<file path="config.mk">
export PLATFORM = sky130hd
export DESIGN_NAME = clock_time_setter
export DESIGN_NICKNAME = d
export VERILOG_FILES = /design/src/rtl/clock_pkg.sv /design/src/rtl/button_debounce.sv /design/src/rtl/clock_time_setter.sv
export SDC_FILE = /design/constraint.sdc
export NUM_CORES = 1
export LEC_CHECK = 0
export CORE_UTILIZATION = 59
export DETAILED_ROUTE_END_ITERATION = 7
export PLACE_DENSITY = 0.84
export SYNTH_ARGS = -nofsm -noshare
export SYNTH_HDL_FRONTEND = slang
export SYNTH_SLANG_ARGS = --single-unit
</file>
<file path="constraint.sdc">
create_clock -name clock -period 3.1 [get_ports clock]
set_input_delay 0.775 -clock clock [delete_from_list [all_inputs] [get_ports clock]]
set_output_delay 0.775 -clock clock [all_outputs]
set_load 0.005 [all_outputs]
</file>
<file path="src/rtl/clock_pkg.sv">
// Shared definitions for the HH:MM clock time-setting logic.
//   state_t      : edit FSM states (ST_RUN, ST_SET_HOUR, ST_SET_MIN, ST_COMMIT)
//   HOUR_MAX     : largest legal hour value (23)
//   MINUTE_MAX   : largest legal minute value (59)
//   FIELD_*      : edit_field output codes
//   hour_inc / minute_inc : wrapping increment helpers
//   hour_clamp / minute_clamp : force out-of-range captures to 0
package clock_pkg;

  typedef enum logic [1:0] {
    ST_RUN      = 2'd0,
    ST_SET_HOUR = 2'd1,
    ST_SET_MIN  = 2'd2,
    ST_COMMIT   = 2'd3
  } state_t;

  localparam logic [4:0] HOUR_MAX   = 5'd23;
  localparam logic [5:0] MINUTE_MAX = 6'd59;

  localparam logic [1:0] FIELD_NONE   = 2'd0;
  localparam logic [1:0] FIELD_HOUR   = 2'd1;
  localparam logic [1:0] FIELD_MINUTE = 2'd2;

  // Wrap is decided before the add, so the result never leaves 0..HOUR_MAX.
  function automatic logic [4:0] hour_inc(input logic [4:0] h);
    return (h >= HOUR_MAX) ? 5'd0 : h + 5'd1;
  endfunction

  function automatic logic [5:0] minute_inc(input logic [5:0] m);
    return (m >= MINUTE_MAX) ? 6'd0 : m + 6'd1;
  endfunction

  function automatic logic [4:0] hour_clamp(input logic [4:0] h);
    return (h > HOUR_MAX) ? 5'd0 : h;
  endfunction

  function automatic logic [5:0] minute_clamp(input logic [5:0] m);
    return (m > MINUTE_MAX) ? 6'd0 : m;
  endfunction

endpackage

</file>
<file path="src/rtl/button_debounce.sv">
// Push-button conditioner: 2-FF synchroniser, sampling on a shared tick,
// two-sample agreement filter and rising-edge press pulse.
// Ports:
//   clock     in  system clock
//   reset     in  asynchronous active-low reset
//   tick      in  one-cycle sample strobe from the shared prescaler
//   btn_raw   in  raw button, active-high, asynchronous to clock
//   press     out one-cycle pulse on debounced 0->1
//   hold_tick out high on a tick where the button is confirmed still held
module button_debounce (
  input  logic clock,
  input  logic reset,
  input  logic tick,
  input  logic btn_raw,
  output logic press,
  output logic hold_tick
);

  logic sync_0;
  logic sync_1;
  logic sample;
  logic level;
  logic level_q;
  // Cleared by reset and set only once the button has been seen settled low,
  // so a button held through reset cannot produce a press until released.
  logic armed;

  always_ff @(posedge clock or negedge reset) begin
    if (!reset) begin
      sync_0  <= 1'b0;
      sync_1  <= 1'b0;
      sample  <= 1'b0;
      level   <= 1'b0;
      level_q <= 1'b0;
      armed   <= 1'b0;
    end else begin
      sync_0  <= btn_raw;
      sync_1  <= sync_0;
      level_q <= level;
      if (tick) begin
        sample <= sync_1;
        if (sync_1 == sample) begin
          level <= sync_1;
          if (!sync_1) begin
            armed <= 1'b1;
          end
        end
      end
    end
  end

  assign press     = level & ~level_q & armed;
  // Two agreeing high samples: true on the tick the level rises and on every
  // later tick while the button stays down.
  assign hold_tick = tick & sync_1 & sample & armed;

endmodule

</file>
<file path="src/rtl/clock_time_setter.sv">
// Time-setting front end for the HH:MM clock. Debounces the mode and
// increment buttons, freezes the clock while a shadow hour/minute is edited,
// then commits it with a one-cycle load strobe.
// Ports:
//   clock       in   system clock
//   reset       in   asynchronous active-low reset
//   btn_mode    in   raw mode button
//   btn_inc     in   raw increment button
//   cur_hour    in   live hour (0..23)
//   cur_minute  in   live minute (0..59)
//   run_flag    out  1 = clock runs, 0 while editing/committing
//   load        out  one-cycle commit strobe
//   load_hour   out  shadow hour
//   load_minute out  shadow minute
//   edit_field  out  0 none, 1 hour, 2 minute
module clock_time_setter
  import clock_pkg::*;
#(
  parameter int unsigned DEBOUNCE_BITS = 16,
  parameter int unsigned REPEAT_TICKS  = 8
) (
  input  logic       clock,
  input  logic       reset,
  input  logic       btn_mode,
  input  logic       btn_inc,
  input  logic [4:0] cur_hour,
  input  logic [5:0] cur_minute,
  output logic       run_flag,
  output logic       load,
  output logic [4:0] load_hour,
  output logic [5:0] load_minute,
  output logic [1:0] edit_field
);

  localparam int unsigned REP_W = $clog2(REPEAT_TICKS + 1);
  localparam logic [DEBOUNCE_BITS-1:0] PRESC_ONE = DEBOUNCE_BITS'(1);
  localparam logic [REP_W-1:0]         REP_ONE   = REP_W'(1);
  localparam logic [REP_W-1:0]         REP_LAST  = REP_W'(REPEAT_TICKS);

  // Shared sample tick for both buttons.
  logic [DEBOUNCE_BITS-1:0] presc;
  logic                     tick;

  always_ff @(posedge clock or negedge reset) begin
    if (!reset) begin
      presc <= '0;
    end else begin
      presc <= presc + PRESC_ONE;
    end
  end

  assign tick = (presc == '1);

  logic mode_press;
  logic mode_hold_unused;
  logic inc_press;
  logic inc_hold;

  button_debounce u_mode_db (
    .clock     (clock),
    .reset     (reset),
    .tick      (tick),
    .btn_raw   (btn_mode),
    .press     (mode_press),
    .hold_tick (mode_hold_unused)
  );

  button_debounce u_inc_db (
    .clock     (clock),
    .reset     (reset),
    .tick      (tick),
    .btn_raw   (btn_inc),
    .press     (inc_press),
    .hold_tick (inc_hold)
  );

  // Auto-repeat: the counter includes the tick on which the press was
  // recognised, so the first repeat lands REPEAT_TICKS ticks after the press
  // and subsequent ones every REPEAT_TICKS ticks while still held.
  logic [REP_W-1:0] rep_cnt;
  logic             rep_pulse;

  always_ff @(posedge clock or negedge reset) begin
    if (!reset) begin
      rep_cnt   <= '0;
      rep_pulse <= 1'b0;
    end else begin
      rep_pulse <= 1'b0;
      if (tick) begin
        if (!inc_hold) begin
          rep_cnt <= '0;
        end else if (rep_cnt == REP_LAST) begin
          rep_cnt   <= REP_ONE;
          rep_pulse <= 1'b1;
        end else begin
          rep_cnt <= rep_cnt + REP_ONE;
        end
      end
    end
  end

  logic inc_evt;
  assign inc_evt = inc_press | rep_pulse;

  state_t     state;
  logic [4:0] shadow_hour;
  logic [5:0] shadow_minute;

  always_ff @(posedge clock or negedge reset) begin
    if (!reset) begin
      state         <= ST_RUN;
      shadow_hour   <= '0;
      shadow_minute <= '0;
    end else begin
      case (state)
        ST_RUN: begin
          if (mode_press) begin
            shadow_hour   <= hour_clamp(cur_hour);
            shadow_minute <= minute_clamp(cur_minute);
            state         <= ST_SET_HOUR;
          end
        end
        ST_SET_HOUR: begin
          if (mode_press) begin
            state <= ST_SET_MIN;
          end else if (inc_evt) begin
            shadow_hour <= hour_inc(shadow_hour);
          end
        end
        ST_SET_MIN: begin
          if (mode_press) begin
            state <= ST_COMMIT;
          end else if (inc_evt) begin
            shadow_minute <= minute_inc(shadow_minute);
          end
        end
        ST_COMMIT: begin
          state <= ST_RUN;
        end
        default: begin
          state <= ST_RUN;
        end
      endcase
    end
  end

  always_comb begin
    run_flag   = 1'b0;
    load       = 1'b0;
    edit_field = FIELD_NONE;
    case (state)
      ST_RUN:      run_flag   = 1'b1;
      ST_SET_HOUR: edit_field = FIELD_HOUR;
      ST_SET_MIN:  edit_field = FIELD_MINUTE;
      ST_COMMIT:   load       = 1'b1;
      default:     run_flag   = 1'b1;
    endcase
  end

  assign load_hour   = shadow_hour;
  assign load_minute = shadow_minute;

endmodule

</file>
# Word level (Yosys, flattened, before mapping)

Index checks and enable logic that the tools add are counted.

Add/subtract/negate cells: 4
Order comparisons: 4
Eq/ne operators: 14
Mux-type cells: 24
Bitwise logic cells: 12
Reduce and logical (&&, ||, !) cells: 10

Operator list:

| kind                                                            | count |
|---|---|
| 6-bit two-way mux                                               | 5 |
| 5-bit two-way mux                                               | 5 |
| 16-bit by 1-bit adder with 16-bit output, second input constant | 1 |
| 16-bit equality test, second input constant                     | 1 |
| 2-bit != test, second input constant                            | 7 |
| 6-bit one-hot mux with 2 select lines                           | 1 |
| 5-bit one-hot mux with 2 select lines                           | 1 |
| 3-bit AND reduction                                             | 3 |
| 4-bit two-way mux                                               | 2 |
| 2-bit one-hot mux with 4 select lines                           | 1 |
| 4-bit AND reduction                                             | 2 |
| 1-bit bitwise AND                                               | 7 |
| 6-bit by 1-bit adder with 6-bit output, second input constant   | 1 |
| 6-bit >= comparator, second input constant                      | 1 |
| 6-bit > comparator, second input constant                       | 1 |
| 2-bit two-way mux                                               | 3 |
| 5-bit by 1-bit adder with 5-bit output, second input constant   | 1 |
| 5-bit >= comparator, second input constant                      | 1 |
| 5-bit > comparator, second input constant                       | 1 |
| 1-bit two-way mux                                               | 5 |
| 4-bit by 1-bit adder with 4-bit output, second input constant   | 1 |
| 2-bit equality test, second input constant                      | 2 |
| 4-bit equality test, second input constant                      | 1 |
| 1-bit inverter                                                  | 4 |
| 7 further kinds                                                 | 10 |

Register bits: 46
Input bits: 15
Output and inout port bits: 15
Word-level logic and storage cells: 86

# Longest topological paths before layout

Depth after elaboration: 7
Gate-level depth with buffers: 7
Depth with buffers taken out: 6

# Hierarchy

A second synthesis with hierarchy kept.

Cell total of the unflattened synthesis: 214
Area total of the unflattened synthesis: 2,247.2 um^2

Modules (own cells, without submodules):

| module            | instances | cells an instance | area an instance (um^2) |
|---|---|---|---|
| clock_time_setter | 1         | 186               | 1,829.3 |
| button_debounce   | 2         | 14                | 209.0 |

# Least setup slack after synthesis

OpenSTA, ideal clock, no wires.

Kind: reg-to-reg
Start: register presc[0]
End: register u_inc_db.sample
Library setup time: 0.125 ns
Data arrival time: 1.539 ns
Path slack: 1.436 ns
Stages on the path, launching flop included: 5
Path buffers: 0
Clock period less this slack: 1.664 ns
Cell sequence: dfrtp_1 > ha_1 > nand4_1 > nor4_4 > mux2_2

Word-level cells in the longest chain between the ends: 1

Ends and longest elaborated chain:

| element                  | RTL line                | RTL |
|---|---|---|
| start: declaration       | clock_time_setter.sv:41 | `logic [DEBOUNCE_BITS-1:0] presc;` |
| start signal: assignment | clock_time_setter.sv:48 | `presc <= presc + PRESC_ONE;` |
| 16-bit equality test     | clock_time_setter.sv:52 | `assign tick = (presc == '1);` |
| end signal: assignment   | button_debounce.sv:41   | `sample <= sync_1;` |
| end: declaration         | button_debounce.sv:21   | `logic sample;` |

Every way passes these cells.
A chain may end at the register's enable or synchronous reset.

# Final worst setup path

Start: register state[1]
End: output port edit_field[0]

Word-level cells in the longest chain between the ends: 2
Elaborated cells on any way between the ends: 3
Classes of those cells: 2 x eq/ne; 1 x mux

Ends and longest elaborated chain:

| element                                                                               | RTL line                 | RTL |
|---|---|---|
| start: declaration                                                                    | clock_time_setter.sv:105 | `state_t state;` |
| start signal: assignment                                                              | clock_time_setter.sv:111 | `state <= ST_RUN;` |
| start signal: assignment                                                              | clock_time_setter.sv:120 | `state <= ST_SET_HOUR;` |
| start signal: assignment                                                              | clock_time_setter.sv:125 | `state <= ST_SET_MIN;` |
| 2-bit equality test or 2-bit by 1-bit equality test with 1-bit output (tied branches) | clock_time_setter.sv:151 | `case (state)` |
| 2-bit one-hot mux with 2 select lines (*)                                             | clock_time_setter.sv:151 |  |
| end: declaration                                                                      | clock_time_setter.sv:32  | `output logic [1:0] edit_field` |

Mark *: on every way between the ends. The rest lies on a longest branch, timed or not.

==> impl_metrics.env <==
export IMPL_num_rows=22
export IMPL_cap_violations=0
export IMPL_cp_start_kind="flop"
export IMPL_fp_dieW_um=65.0
export IMPL_tightest_slew_ns=0.958
export IMPL_critPathRequiredTime_ns=2.32
export IMPL_synth_top_family_by_area="simple AND/OR/NAND/NOR gates"
export IMPL_area_delta_synth_final_pct=17.3
export IMPL_synth_fp_nets=251
export IMPL_dieArea_um2=4230
export IMPL_synthDistinctLibCells=50
export IMPL_synth_xor_xnor_area_share_pct=5.23
export IMPL_synth_edf_count=0
export IMPL_setup_viol=0
export IMPL_cts_tree="built"
export IMPL_endpoint_kind="output port"
export IMPL_worstReg2RegEnd="load_minute[1]"
export IMPL_cts_root_buffer="clkbuf_8"
export IMPL_io_pins=30
export IMPL_postCtsHoldBufs=0
export IMPL_hold_viol_final=0
export IMPL_ys_warn_count=0
export IMPL_htree_num_levels=2
export IMPL_synth_simple_area_share_pct=19.9
export IMPL_fin_setup_tns_ns=0
export IMPL_ctsResizeCount=0
export IMPL_postRouteAntennaNets=0
export IMPL_slowest_delay_ns=0.58
export IMPL_ys_seq_area_share_pct=49.1
export IMPL_syn_cell_area_um2=2340
export IMPL_dpl_hpwl_mm=3.10
export IMPL_initial_core_util_pct=62.6
export IMPL_vias=1810
export IMPL_skew_ns=0.00406
export IMPL_gp_congestion=0.861
export IMPL_outcome="completed"
export IMPL_max_slew_margin_pct=36.1
export IMPL_report_power_total_uw=986
export IMPL_async_reset_ff_share_pct=100
export IMPL_ys_seq_elements=46
export IMPL_n_antenna_cell=0
export IMPL_cts_made_buffers=5
export IMPL_pwr_density_cell_nw_per_um2=359
export IMPL_drv_slew=0
export IMPL_rrSetupSlack_ns=1.18
export IMPL_critPathSlowestCell="clkdlybuf4s50_1"
export IMPL_reg2reg_depth=5
export IMPL_period_needed_ns=2.55
export IMPL_syn_inst=227
export IMPL_port_buffers=29
export IMPL_fmax_mhz=392
export IMPL_cts_setup_buffers=0
export IMPL_holdCritStartpoint="u_mode_db.sync_0"
export IMPL_synth_compound_area_share_pct=15.2
export IMPL_via_per_inst=5.88
export IMPL_hold_path_depth=0
export IMPL_firstDrtPassIters=4
export IMPL_muxShareOfSynthArea_pct=2.83
export IMPL_first_global_vias=1761
export IMPL_core_area_um2=3740
export IMPL_mostFrequentLayoutCell="dfrtp_1"
export IMPL_first_iter_violations=151
export IMPL_die_h_um=65.0
export IMPL_avgSynthCellArea_um2=10.3
export IMPL_cp_top_family="buffers and inverters"
export IMPL_place_inst=301
export IMPL_final_cell_mix="46 x dfrtp_1, 28 x clkdlybuf4s50_1, 23 x nand3_1, 19 x nand2_1, 13 x o21ai_0"
export IMPL_critical_path_cell_chain="inv_1 -> ha_1 -> clkdlybuf4s50_1"
export IMPL_fin_nets=284
export IMPL_cts_sinks=46
export IMPL_drt_wl_total_mm=4.26
export IMPL_synth_fa_ha_area_share_pct=4.81
export IMPL_finalCritPeriodShare_pct=82.3
export IMPL_r2r_start="state[0]"
export IMPL_irDropWorstVdd_mv=0.279
export IMPL_grt_use_total_pct=23.2
export IMPL_drcViolationCount=0
export IMPL_routedWlPerCell_um=13.8
export IMPL_final_cells=308
export IMPL_clk_insertion_delay_late_ns=0.29
export IMPL_crit_cells=3
export IMPL_grt_ovfl_total=0
export IMPL_critPathMaxFanout=14
export IMPL_final_layout_size_suffix_gt1_share_pct=6.15
export IMPL_worst_path_buf_inv=2
export IMPL_critPathKind="flop to output port"
export IMPL_grt_max_degree=47
export IMPL_hold_path_end="u_mode_db.sync_1"
export IMPL_clk_path_buf_depth=2
export IMPL_rsz0062_at_grt="false"
export IMPL_hold_class="flop to flop"
export IMPL_path_clk_slew_ns=0.07
export IMPL_arrival_ns=1.78
export IMPL_grt_antenna_before_repair=0
export IMPL_synth_flop_cell="dfrtp_1"
export IMPL_p_leak_nw=1.24
export IMPL_grt_pass1_wl_mm=7.51
## logic make-up after synthesis
logic type,count (synthesis)
flip-flops,46
AO/OA/AOI/OAI,52
buffers and inverters,16
XOR/XNOR,14
multiplexers,6
AND/OR/NAND/NOR,84
adder cells (fa/ha/maj),9
## cell type report
class / count / area [um2]
fill: 311 / 995
timing repair buffer: 30 / 293
multi-input combinational: 165 / 1120
tap: 48 / 60.1
sequential: 46 / 1150
inverter: 12 / 45.0
clock buffer: 7 / 76.3
## metal layers
layer	GRT usage (%)	routed length (um)
met4	5.98	40
met5	0	0
met1	30.9	2100
met2	38.2	1950
met3	5.28	163
## sequential cells by signal (all words and copies together) (netlist names)
| name | count |
|---|---|
| u_inc_db.level_q | 1 |
| rep_cnt | 4 |
| u_inc_db.armed | 1 |
| presc | 16 |
| u_mode_db.level | 1 |
| u_inc_db.sync_0 | 1 |
| u_mode_db.sync_1 | 1 |
| u_inc_db.level | 1 |
| load_minute | 6 |
| load_hour | 5 |
| rep_pulse | 1 |
| u_inc_db.sample | 1 |
| u_mode_db.sync_0 | 1 |
| u_inc_db.sync_1 | 1 |
| u_mode_db.sample | 1 |
| u_mode_db.armed | 1 |
| state | 2 |
| u_mode_db.level_q | 1 |
## how the worst max path moves through the flow
stage | from | to | slack (ns)
after detailed placement | state[1] | edit_field[0] | 0.86
after global routing | state[1] | edit_field[0] | 0.43
after global placement | state[1] | edit_field[0] | 0.87
final | state[1] | edit_field[0] | 0.55
after floorplan | presc[0] | u_inc_db.sample | 1.44
after CTS | state[1] | edit_field[0] | 0.53
## worst register-to-register path, delay by kind of cell (launching register included)
family          cells  cell delay (ns)
compound gates      1             0.37
fa+ha+maj           1             0.39
buf+inv             1             0.11
flops               1             0.40
mux                 1             0.34
simple gates        1             0.19
## Yosys cell counts, types with 2 or more instances
| library cell | instances | share of area, % |
|---|---|---|
| xnor2_1 | 7 | 2.6 |
| nor2b_1 | 3 | 0.80 |
| a21o_1 | 2 | 0.64 |
| a31oi_1 | 3 | 0.80 |
| and3b_1 | 2 | 0.75 |
| clkbuf_1 | 2 | 0.32 |
| mux2_2 | 5 | 2.4 |
| nor3_1 | 5 | 1.1 |
| inv_1 | 12 | 1.9 |
| nor2_1 | 11 | 1.8 |
| nand3_1 | 23 | 4.9 |
| a2bb2oi_1 | 2 | 0.75 |
| nand4_1 | 4 | 1.1 |
| nor3b_1 | 3 | 0.96 |
| dfrtp_1 | 46 | 49 |
| o2bb2ai_1 | 3 | 1.1 |
| nand3b_1 | 3 | 0.96 |
| ha_1 | 9 | 4.8 |
| a211oi_1 | 2 | 0.64 |
| and3_1 | 3 | 0.80 |
| o211ai_2 | 2 | 1.1 |
| xor2_1 | 7 | 2.6 |
| nor4_1 | 2 | 0.53 |
| nand2_1 | 19 | 3.0 |
| a21oi_1 | 10 | 2.1 |
| o21ai_0 | 13 | 2.8 |
## metrics by stage
stage / util, % / hold WS, ns / cell area, um2 / setup WS [ns]
floorplan: - / 0.331 / 2340 / 1.44
global placement: 71.4 / 0.337 / 2670 / 0.875
detailed placement: 71.4 / 0.336 / 2670 / 0.856
CTS: 73.4 / 0.353 / 2750 / 0.529
global route: 73.4 / 0.375 / 2750 / 0.427
finish: 73.4 / 0.355 / 2750 / 0.550
## report_power, final
part	switching [mW]	internal (mW)	total (mW)
registers	0.00518	0.604	0.610
clock network	0.172	0.155	0.327
logic	0.0233	0.0256	0.0489
total	0.201	0.785	0.986
(Power assumes the default switching activity.)
